### src/rtl/fire_zone_scheduler.sv
// Four-zone fire extinguisher scheduler: synchronize, debounce, round-robin grant, valve-before-pump sequencing.
// Optional feature macro FIRE_SCHED_MANUAL_ACK_EN latches the alarm until an operator ack with no zone pending.
module fire_zone_scheduler #(
  parameter int DEBOUNCE_CYCLES  = 4,
  parameter int DISCHARGE_CYCLES = 16,
  parameter int COOLDOWN_CYCLES  = 4
) (
  input  logic       clk,
  input  logic       reset,
  input  logic [3:0] fire_sensor,
  input  logic       ack,
  output logic       extinguisher,
  output logic [3:0] valve,
  output logic       alarm,
  output logic [3:0] pending
);

  localparam int TMAX = (DISCHARGE_CYCLES > COOLDOWN_CYCLES) ? DISCHARGE_CYCLES : COOLDOWN_CYCLES;
  localparam int TW   = $clog2(TMAX + 1);
  localparam int CW   = $clog2(DEBOUNCE_CYCLES + 1);

  typedef enum logic [1:0] {
    IDLE      = 2'd0,
    OPEN      = 2'd1,
    DISCHARGE = 2'd2,
    COOLDOWN  = 2'd3
  } state_t;

  state_t          state_r, state_s;
  logic [3:0]      sync1_r, sync2_r;
  logic [CW-1:0]   cnt_r [4];
  logic [3:0]      pending_r, pending_s, set_s, clr_s;
  logic [1:0]      grant_r, grant_s, next_zone_s;
  logic            found_s;
  logic [TW-1:0]   timer_r, timer_s;
  logic [3:0]      valve_r, valve_s;
  logic            ext_r, ext_s, alarm_r, alarm_s;

  function automatic logic [3:0] zone_onehot(input logic [1:0] z);
    return 4'b0001 << z;
  endfunction

  // two-flop synchronizer for the raw sensors
  always_ff @(posedge clk or negedge reset) begin
    if (!reset) begin
      sync1_r <= 4'b0000;
      sync2_r <= 4'b0000;
    end else begin
      sync1_r <= fire_sensor;
      sync2_r <= sync1_r;
    end
  end

  // saturating per-zone debounce counters
  always_ff @(posedge clk or negedge reset) begin
    if (!reset) begin
      for (int i = 0; i < 4; i++) cnt_r[i] <= '0;
    end else begin
      for (int i = 0; i < 4; i++) begin
        if (!sync2_r[i])                           cnt_r[i] <= '0;
        else if (cnt_r[i] != CW'(DEBOUNCE_CYCLES)) cnt_r[i] <= cnt_r[i] + CW'(1);
        else                                       cnt_r[i] <= cnt_r[i];
      end
    end
  end

  // qualification strobe: counter about to reach the debounce threshold
  always_comb begin
    set_s = 4'b0000;
    for (int i = 0; i < 4; i++) begin
      set_s[i] = sync2_r[i] && (cnt_r[i] == CW'(DEBOUNCE_CYCLES - 1));
    end
  end

  // round-robin pick: first pending zone scanning upward from last grant + 1
  always_comb begin
    next_zone_s = grant_r;
    found_s     = 1'b0;
    for (int k = 1; k <= 4; k++) begin
      if (!found_s && pending_r[grant_r + 2'(k)]) begin
        next_zone_s = grant_r + 2'(k);
        found_s     = 1'b1;
      end else begin
        found_s     = found_s;
      end
    end
  end

  // FSM next state, timer and service-complete clear
  always_comb begin
    state_s = state_r;
    grant_s = grant_r;
    timer_s = timer_r;
    clr_s   = 4'b0000;
    case (state_r)
      IDLE: begin
        if (|pending_r) begin
          state_s = OPEN;
          grant_s = next_zone_s;
          timer_s = '0;
        end else begin
          state_s = IDLE;
        end
      end
      OPEN: begin
        state_s = DISCHARGE;
        timer_s = '0;
      end
      DISCHARGE: begin
        if (timer_r == TW'(DISCHARGE_CYCLES - 1)) begin
          state_s = COOLDOWN;
          timer_s = '0;
          clr_s   = zone_onehot(grant_r) & ~sync2_r;
        end else begin
          timer_s = timer_r + TW'(1);
        end
      end
      COOLDOWN: begin
        if (timer_r == TW'(COOLDOWN_CYCLES - 1)) begin
          state_s = IDLE;
          timer_s = '0;
        end else begin
          timer_s = timer_r + TW'(1);
        end
      end
      default: begin
        state_s = IDLE;
        timer_s = '0;
      end
    endcase
  end

  // pending/alarm/output next values; outputs follow the next state so they are registered
  always_comb begin
    pending_s = (pending_r & ~clr_s) | set_s;
`ifdef FIRE_SCHED_MANUAL_ACK_EN
    if (|pending_s)                      alarm_s = 1'b1;
    else if (ack && (pending_r == 4'b0)) alarm_s = 1'b0;
    else                                 alarm_s = alarm_r;
`else
    alarm_s = (|pending_s) | (|pending_r);
`endif
    if ((state_s == OPEN) || (state_s == DISCHARGE)) valve_s = zone_onehot(grant_s);
    else                                             valve_s = 4'b0000;
    ext_s = (state_s == DISCHARGE);
  end

`ifndef FIRE_SCHED_MANUAL_ACK_EN
  logic unused_ack_s;
  assign unused_ack_s = ack;
`endif

  // state and output registers; grant pointer resets to 3 so zone 0 is served first
  always_ff @(posedge clk or negedge reset) begin
    if (!reset) begin
      state_r   <= IDLE;
      grant_r   <= 2'd3;
      timer_r   <= '0;
      pending_r <= 4'b0000;
      alarm_r   <= 1'b0;
      valve_r   <= 4'b0000;
      ext_r     <= 1'b0;
    end else begin
      state_r   <= state_s;
      grant_r   <= grant_s;
      timer_r   <= timer_s;
      pending_r <= pending_s;
      alarm_r   <= alarm_s;
      valve_r   <= valve_s;
      ext_r     <= ext_s;
    end
  end

  assign extinguisher = ext_r;
  assign valve        = valve_r;
  assign alarm        = alarm_r;
  assign pending      = pending_r;

endmodule

### config.mk
export PLATFORM = sky130hd
export DESIGN_NAME = fire_zone_scheduler
export DESIGN_NICKNAME = d
export VERILOG_FILES = /design/src/rtl/fire_zone_scheduler.sv
export SDC_FILE = /design/constraint.sdc
export NUM_CORES = 1
export LEC_CHECK = 0
export ABC_AREA = 1
export CAP_MARGIN = 20
export CORE_AREA = 5 5 79 81
export CTS_CLUSTER_SIZE = 16
export DETAILED_ROUTE_END_ITERATION = 7
export DIE_AREA = 0 0 84 86
export GPL_TIMING_DRIVEN = 0
export MAX_ROUTING_LAYER = met4
export SYNTH_ARGS = -nofsm -noshare
export SYNTH_HDL_FRONTEND = slang
export SYNTH_SLANG_ARGS = --single-unit
### constraint.sdc
create_clock -name clk -period 2.85 [get_ports clk]
set_clock_uncertainty 0.15 [all_clocks]
set_input_delay 0.285 -clock clk [delete_from_list [all_inputs] [get_ports clk]]
set_output_delay 0.285 -clock clk [all_outputs]
set_load 0.02 [all_outputs]
=== Word level (Yosys, flattened, before mapping) ===
Index checks and enable logic that the tools add are counted.

* Logic and storage cells: 103
* Flip-flop bits (word level): 39
* Bits of input ports: 7
* Output and inout port bits: 10

* Equal/unequal tests: 20
* $lt $le $gt $ge: 4
* Bitwise gates (word level): 6
* Reduce and logical (&&, ||, !) cells: 14
* Shifts and indexed selects: 2
* Muxes and demuxes: 36
* Add/subtract/negate cells: 8

{| class="wikitable"
|+ Operators by type and width
! cell !! count
|-
| $mux 3 || 8
|-
| $pmux 5 s4 || 1
|-
| $mux 2 || 8
|-
| $mux 5 || 3
|-
| $add 3x1->3 const B || 4
|-
| $eq 3x2->1 const B || 4
|-
| $lt 2x3->1 const B || 4
|-
| $mux 4 || 3
|-
| $ne 3x3->1 const B || 4
|-
| $and 4x4->4 || 2
|-
| $bmux 1 s2 || 4
|-
| $mux 1 || 8
|-
| $ne 2x1->1 const B || 4
|-
| $not 4->4 || 2
|-
| $pmux 2 s4 || 1
|-
| $reduce_or 4->1 || 2
|-
| $shl 1x2->4 const A || 2
|-
| $logic_and 1x1->1 || 7
|-
| $eq 2x2->1 const B || 3
|-
| $add 5x1->5 const B || 1
|-
| $eq 5x2->1 const B || 1
|-
| $eq 5x4->1 const B || 1
|-
| $add 2x2->2 const B || 2
|-
| $eq 2x1->1 const B || 2
|-
| 7 further kinds || 9
|}

=== Depth between registers and ports, before layout ===
Gate-level depths: netlist (run 1).

* Word-level depth: 17
* Depth in mapped cells: 13
* Gate-level depth less buffers: 13

=== Worst setup path before layout (run 1) ===
Ideal clock, no wire load.

* Path kind: reg-to-reg
* Start point: register grant_r[0]
* End point: register valve_r[1], in the netlist valve[1]
* Setup time: 0.116 ns
* Path buffers: 0
* Data required time: 2.584 ns
* Slack: 0.812 ns
* Arrival: 1.772 ns
* Cell stages (with the launch flop): 13
* Clock period less this slack: 2.038 ns
* Cells stage by stage: dfstp_2 > inv_2 > ha_1 > inv_1 > nand3_2 > nand2_4 > inv_2 > nand3_1 > nand3_2 > nand2_1 > nand2_1 > nand2_2 > nor2_1

* Cells in the longest elaborated chain, start to end: 17
* Elaborated cells on any way between the ends: 28
* Those cells by class: add/sub (3); shift (1); mux (18); reduce/logical (6)

{| class="wikitable"
|+ Ends and longest elaborated chain
! element !! RTL line !! text
|-
| start, declared || 33 || <nowiki>logic [1:0] grant_r, grant_s, next_zone_s;</nowiki>
|-
| start signal, assigned || 165 || <nowiki>grant_r <= grant_s;</nowiki>
|-
| $add 2x1->2 || 80, 81 ||
|-
| $bmux 1 s2 || 80 || <nowiki>if (!found_s && pending_r[grant_r + 2'(k)]) begin</nowiki>
|-
| $mux 1 (not written as such) || 80 ||
|-
| $mux 1 || 80 ||
|-
| $logic_not 1->1 || 80 ||
|-
| $logic_and 1x1->1 || 80 ||
|-
| $mux 1 || 80 ||
|-
| $logic_not 1->1 || 80 ||
|-
| (+3 left out) || n/a ||
|-
| $logic_and 1x1->1 || 80 ||
|-
| $mux 2 (*) || 80 ||
|-
| $mux 2 (*) || 97 || <nowiki>if (|pending_r) begin</nowiki>
|-
| $mux 2 (*) || 95 || <nowiki>case (state_r)</nowiki>
|-
| named net grant_s[1] || 33 ||
|-
| $shl 1x2->4 (*) || 40 || <nowiki>return 4'b0001 << z;</nowiki>
|-
| $mux 4 (*) || 143 || <nowiki>if ((state_s == OPEN) || (state_s == DISCHARGE)) valve_s = zone_onehot(grant_s);</nowiki>
|-
| named net valve_s[1] || 36 || <nowiki>logic [3:0] valve_r, valve_s;</nowiki>
|-
| end signal, assigned || 169 || <nowiki>valve_r <= valve_s;</nowiki>
|-
| end, declared || 36 ||
|}

Mark *: on every way through the listed nets, which the timed path passes. The rest lies on a longest branch. The select of a mux whose other input is x is not followed.
A chain may end at the register's enable or synchronous reset.

=== Worst setup path after layout (run 1) ===
* Start point: register grant_r[1]
* End point: register valve_r[1], in the netlist valve[1]

* Cells in the longest elaborated chain, start to end: 17
* Elaborated cells on any way between the ends: 28
* Those cells by class: add/sub (3); shift (1); mux (18); reduce/logical (6)

{| class="wikitable"
|+ Ends and longest elaborated chain
! element !! RTL line
|-
| $add 2x1->2 || 80
|-
| $bmux 1 s2 || 80
|-
| $mux 1 (not written as such) || 80
|-
| $mux 1 || 80
|-
| $logic_not 1->1 || 80
|-
| $logic_and 1x1->1 || 80
|-
| $mux 1 || 80
|-
| $logic_not 1->1 || 80
|-
| (+3 left out) || n/a
|-
| $logic_and 1x1->1 || 80
|-
| $mux 2 (*) || 80
|-
| $mux 2 (*) || 97
|-
| $mux 2 (*) || 95
|-
| named net grant_s[0] || 33
|-
| $shl 1x2->4 (*) || 40
|-
| $mux 4 (*) || 143
|-
| named net valve_s[1] || 36
|}

Marks and branches as above.

==> results.json, run 1 <==
{
  "reg2reg_slack_ps": 520,
  "totalWireLength_um": 3510,
  "ys_types": 22,
  "final_cell_area_sq_um": 2370,
  "place.gp.congestion": 0.831,
  "hold_slack_ps": 200,
  "antenna_found_initial": 0,
  "hold_viol_final": 0,
  "crit_path_end_kind": "flip-flop",
  "min_period_over_period_pct": 81.7,
  "status": "complete, no violations",
  "avgSynthCellArea_sq_um": 8.90,
  "drive_gt1_share_pct": 10.7,
  "critical_path_class": "flip-flop to flip-flop",
  "final_nets": 279,
  "area_growth_syn_to_layout_pct": 17.0,
  "max_freq_ghz": 0.429,
  "setup-violations-final": 0,
  "overflow": 0,
  "hp-class": "flip-flop to flip-flop",
  "clock_latency_ps": 280,
  "drt_pre_antenna_iters": 4,
  "slew_headroom_pct": 44.4,
  "numCtsBuffers": 5,
  "hpwl_um": 2670,
  "viasPerCell": 4.65,
  "arrival_ps": 2390,
  "reg2reg_from": "grant_r[1]",
  "required_ps": 2910,
  "path_clk_slew_ps": 70,
  "n_antenna_cell": 0,
  "core_sq_um": 5410,
  "worstMarginPinSlew_ps": 834,
  "totalNegativeSetupSlack_ps": 0,
  "synthArstFlopShare_pct": 100,
  "htreeDepth": 2,
  "grt_usage_pct": 11.3,
  "cp_slowest_cell": "dfstp_2",
  "max-vdd-ir-drop_uv": 305,
  "io_pins": 17,
  "synth_seq_area_share_pct": 48.2,
  "wl_per_cell_um": 10.8,
  "grt_pass1_vias": 1463,
  "grt_first_pass_wirelength_um": 6490,
  "r2r_cells": 12,
  "tritoncts": "done",
  "crit_fanout": 9,
  "clkSinkCount": 39,
  "final_common_cell": "nand2_1",
  "fp.dieH_um": 86,
  "row_count": 27,
  "ctsRootBufferMaster": "clkbuf_8",
  "drt-initial-drc-count": 93,
  "start_util_pct": 37.5,
  "crit_end": "valve[1]",
  "grt_max_degree": 40,
  "portBuffers": 15,
  "crit_start": "grant_r[1]",
  "max_stage_delay_ps": 640,
  "yosys_warnings": 0,
  "p_leak_nw": 1.19,
  "final_cell_mix": "nand2_1 (47), dfrtp_1 (37), inv_1 (36)",
  "synth_enable_flop_cells": 0,
  "synth.cell_area_sq_um": 2030,
  "vias": 1508,
  "maxSlewViolCount": 0,
  "cts_buffer_depth": 2,
  "syn_inst": 228,
  "fp.dieW_um": 84,
  "post_cts_buffers": 0,
  "cts_resized": 0,
  "max-cap-violations": 0,
  "ant_nets": 0,
  "cp-start-kind": "flip-flop",
  "cts_hold_buf": 1,
  "period_needed_ps": 2330,
  "remaining_drc_errors": 0,
  "synthFlopType": "dfrtp_1",
  "cp_cell_sequence": "inv_1, ha_1, inv_1, nand3_2, nand2_4, nor2_2, nand3_1, nand2_1, nand2_1, nand2_2, nand2_2, nor2_1",
  "r2r-end": "valve[1]",
  "rsz0062_at_grt": "no",
  "die_area_sq_um": 7220,
  "syn_nets": 256,
  "synth_seq_cells": 39,
  "postPlaceCellArea_sq_um": 2260,
  "pwr_density_cell_nw_per_um2": 971
}
[final cells by class]
type                            count  area, sq um
Sequential cell                    39          978
Tap cell                           72         90.1
Fill cell                         546         3030
Multi-Input combinational cell    151          908
Clock buffer                        8          100
Timing Repair Buffer               16          155
Inverter                           38          143
[routing by layer]
| metal | up-vias | share of wire [%] | track usage, % |
|---|---|---|---|
| met2 | 16 | 47 | 18.5 |
| met3 | 2 | 2.5 | 2.59 |
| met4 | 0 | 1.0 | 3.51 |
| met1 | 707 | 49 | 13.8 |
| li1 | 783 | - | - |
| met5 | - | 0 | - |
[how the worst min path moves through the flow]
stage / from / to / slack (ps) / cells after the start
after floorplan: reset / alarm / -160 / 0
after global placement: sync1_r[1] / sync2_r[1] / 180 / 0
after detailed placement: sync1_r[2] / sync2_r[2] / 190 / 0
after CTS: sync1_r[3] / sync2_r[3] / 200 / 0
after global routing: sync1_r[2] / sync2_r[2] / 200 / 0
final: sync1_r[2] / sync2_r[2] / 200 / 0
[kinds of logic (layout without fill, tap and decap cells)]
| logic type | after synthesis | in the layout | share of synthesized area (%) |
|---|---|---|---|
| and+or+nand+nor | 101 | 101 | 23.4 |
| xor gates and xnor gates | 1 | 1 | 0.432 |
| adders and majority gates | 21 | 21 | 12.9 |
| AOI/OAI and AO/OA | 28 | 28 | 8.01 |
| DFF | 39 | 39 | 48.2 |
| buffers and inverters | 38 | 62 | 7.03 |
[state kept, by name (all words and copies together), names as in the netlist]
name          count
alarm             1
cnt_r            12
extinguisher      1
grant_r           2
pending           4
state_r           2
sync1_r           4
sync2_r           4
timer_r           5
valve             4
[worst max-delay path: cells and delay by family (launching register included)]
family | cells | cell delay [ps]
flip-flops | 1 | 640
buffers and inverters | 2 | 280
AND/OR/NAND/NOR | 9 | 770
adder cells (fa/ha/maj) | 1 | 390
[synthesized netlist by cell type, types with 2 or more instances]
library cell	n	area [sq um]
nand2_1	47	176
dfrtp_1	37	926
inv_1	36	135
nand3_1	23	115
ha_1	21	263
o21ai_0	13	65.1
nor2_1	12	45.0
nand2_2	9	56.3
a21oi_1	7	35.0
nand3_2	4	40.0
a41oi_1	3	26.3
nor4_1	3	18.8
dfstp_2	2	52.6
inv_2	2	7.51
o22ai_1	2	12.5
[power breakdown]
group	switching [mW]	leakage, nW	internal, mW
registers	0.139	0.470	0.714
logic	0.641	0.670	0.406
clock network	0.183	0.0515	0.221
[metrics by stage]
step	total power, mW	util (%)	worst slack (ps)	std cells
after floorplan	1.62	-	812	228
after global placement	1.90	42.0	375	315
after detailed placement	1.91	41.9	544	315
after CTS	2.33	43.9	516	324
after global routing	2.53	43.9	329	324
final	2.31	43.9	521	324
(Power assumes the default switching activity.)
==> run 2, diff against run 1 <==
==> constraint.sdc (replaced) <==
create_clock -name clk -period 1.9 [get_ports clk]
set_clock_uncertainty 0.15 [all_clocks]
set_input_delay 0.19 -clock clk [delete_from_list [all_inputs] [get_ports clk]]
set_output_delay 0.19 -clock clk [all_outputs]
set_load 0.02 [all_outputs]
==> results.json, run 2 (synthesis results as in run 1) <==
{
  "die_area_sq_um": 7220,
  "rsz0062_at_grt": "yes",
  "p_leak_nw": 1.30,
  "area_growth_syn_to_layout_pct": 33.3,
  "row_count": 27,
  "max_stage_delay_ps": 360,
  "final_cell_area_sq_um": 2710,
  "pwr_density_cell_nw_per_um2": 1530,
  "violations": "setup timing",
  "seq_area_sq_um": 978,
  "totalNegativeSetupSlack_ps": -194,
  "grt_pass1_vias": 1560,
  "wl_per_cell_um": 11.9,
  "clkSinkCount": 39,
  "viasPerCell": 4.71,
  "period_needed_ps": 1950,
  "setup-violations-final": 4,
  "largest_register_ff_count": 12,
  "grt_first_pass_wirelength_um": 7000,
  "hpwl_um": 2620,
  "io_pins": 17,
  "post-place-ws_ps": -223,
  "vias": 1610,
  "power.total_mw": 4.14,
  "postPlaceCellArea_sq_um": 2290,
  "numCtsBuffers": 5,
  "grt_max_degree": 40,
  "cp-start-kind": "flip-flop",
  "drt-initial-drc-count": 74,
  "totalWireLength_um": 4080,
  "crit_fanout": 2,
  "core_sq_um": 5410,
  "fp.dieW_um": 84,
  "min_period_over_period_pct": 103,
  "largestRegisters": "cnt_r (12), timer_r (5)",
  "antenna_found_initial": 0,
  "cp_slowest_cell": "dfrtp_1",
  "final_core_util_pct": 50.0,
  "multi_input_area_sq_um": 1090,
  "cts_buffer_depth": 2,
  "hp-class": "input pin to flip-flop",
  "path_clk_slew_ps": 80,
  "portBuffers": 15,
  "regMostFlops": "cnt_r",
  "ant_nets": 0,
  "clock_latency_ps": 290,
  "htreeDepth": 2,
  "final_nets": 297,
  "remaining_drc_errors": 0,
  "final_common_cell": "dfrtp_1",
  "fp.dieH_um": 86,
  "drt_pre_antenna_iters": 4,
  "required_ps": 1920,
  "final_cell_mix": "dfrtp_1 (37), nand2_1 (36), inv_1 (32)",
  "status": "complete, but fails checks",
  "worst_slack_ps": -53.6,
  "ctsRootBufferMaster": "clkbuf_8",
  "arrival_ps": 1980,
  "start_util_pct": 37.5,
  "maxSlewViolCount": 0,
  "crit_path_end_kind": "flip-flop",
  "max-cap-violations": 0,
  "fillers": 533,
  "max-vdd-ir-drop_uv": 545,
  "cp_cell_sequence": "ha_2, nand2_2, nor2_4, ha_2, o21bai_1, a21oi_2, inv_2, ha_4, inv_2, nand2_2, nor2_1",
  "place.gp.congestion": 0.820,
  "tritoncts": "done",
  "critical_path_class": "flip-flop to flip-flop",
  "n_antenna_cell": 0,
  "worstMarginPinSlew_ps": 854,
  "hold_viol_final": 0,
  "drive_gt1_share_pct": 29.3,
  "grt_usage_pct": 12.2,
  "overflow": 0,
  "max_freq_ghz": 0.512,
  "slew_headroom_pct": 43.0
}
-- run 2: layout make-up --
cell class | instances | area share (%)
multi-input cells | 151 | 40.3
well taps | 72 | 3.33
inverters | 38 | 5.64
clock buffers | 8 | 3.70
flip-flops and latches | 39 | 36.2
repair buffers | 34 | 10.9
-- run 2: repair_timing --
item | in CTS | in global routing
hold buffers | 1 | 0
setup buffers | 13 | 5
setup endpoints to repair | 7 | 7
gates resized for setup | 19 | 21
endpoints found under the hold margin | 37 | 0
pin swaps | 17 | 9
-- run 2: path summary, 6_finish.rpt --
| kind | start | endpoint | slack [ps] | cells after the start |
|---|---|---|---|---|
| worst min-delay path | fire_sensor[0] | sync1_r[0] | 190 | 1 |
| worst min register to register | sync1_r[1] | sync2_r[1] | 200 | 0 |
| max in group asynchronous | reset | valve[0] | 660 | 2 |
| worst max-delay path | timer_r[0] | valve[3] | -50 | 11 |
| min in group asynchronous | reset | sync1_r[1] | 400 | 2 |
| worst max register to register | timer_r[0] | valve[3] | -50 | 11 |
-- run 2: metrics by stage --
stage               std cells  hold WS (ps)
floorplan                 228          -256
global placement          315           183
detailed placement        315           185
CTS                       337           180
global route              342           186
finish                    342           188
-- run 2: metal layers --
metal  wire length, um  global-route usage [%]  vias up
met3               124                    2.88        5
met5                 0                       -        -
met1              1880                    14.8      761
met4                48                    3.07        0
met2              2030                    20.6       20
li1                  -                       -      824
-- run 2: worst max-delay path, delay by kind of cell (launching register included) --
kind | cells | cell delay, ps
AO/OA/AOI/OAI | 2 | 280
AND/OR/NAND/NOR | 4 | 330
adder cells (fa/ha/maj) | 3 | 630
flip-flops | 1 | 360
buffers and inverters | 2 | 100
-- run 2: power breakdown --
part / switching, mW / leakage, nW / internal, mW
Combinational: 1.30 / 0.781 / 0.952
Sequential: 0.206 / 0.470 / 1.07
Clock: 0.279 / 0.0515 / 0.331
Total: 1.78 / 1.30 / 2.35
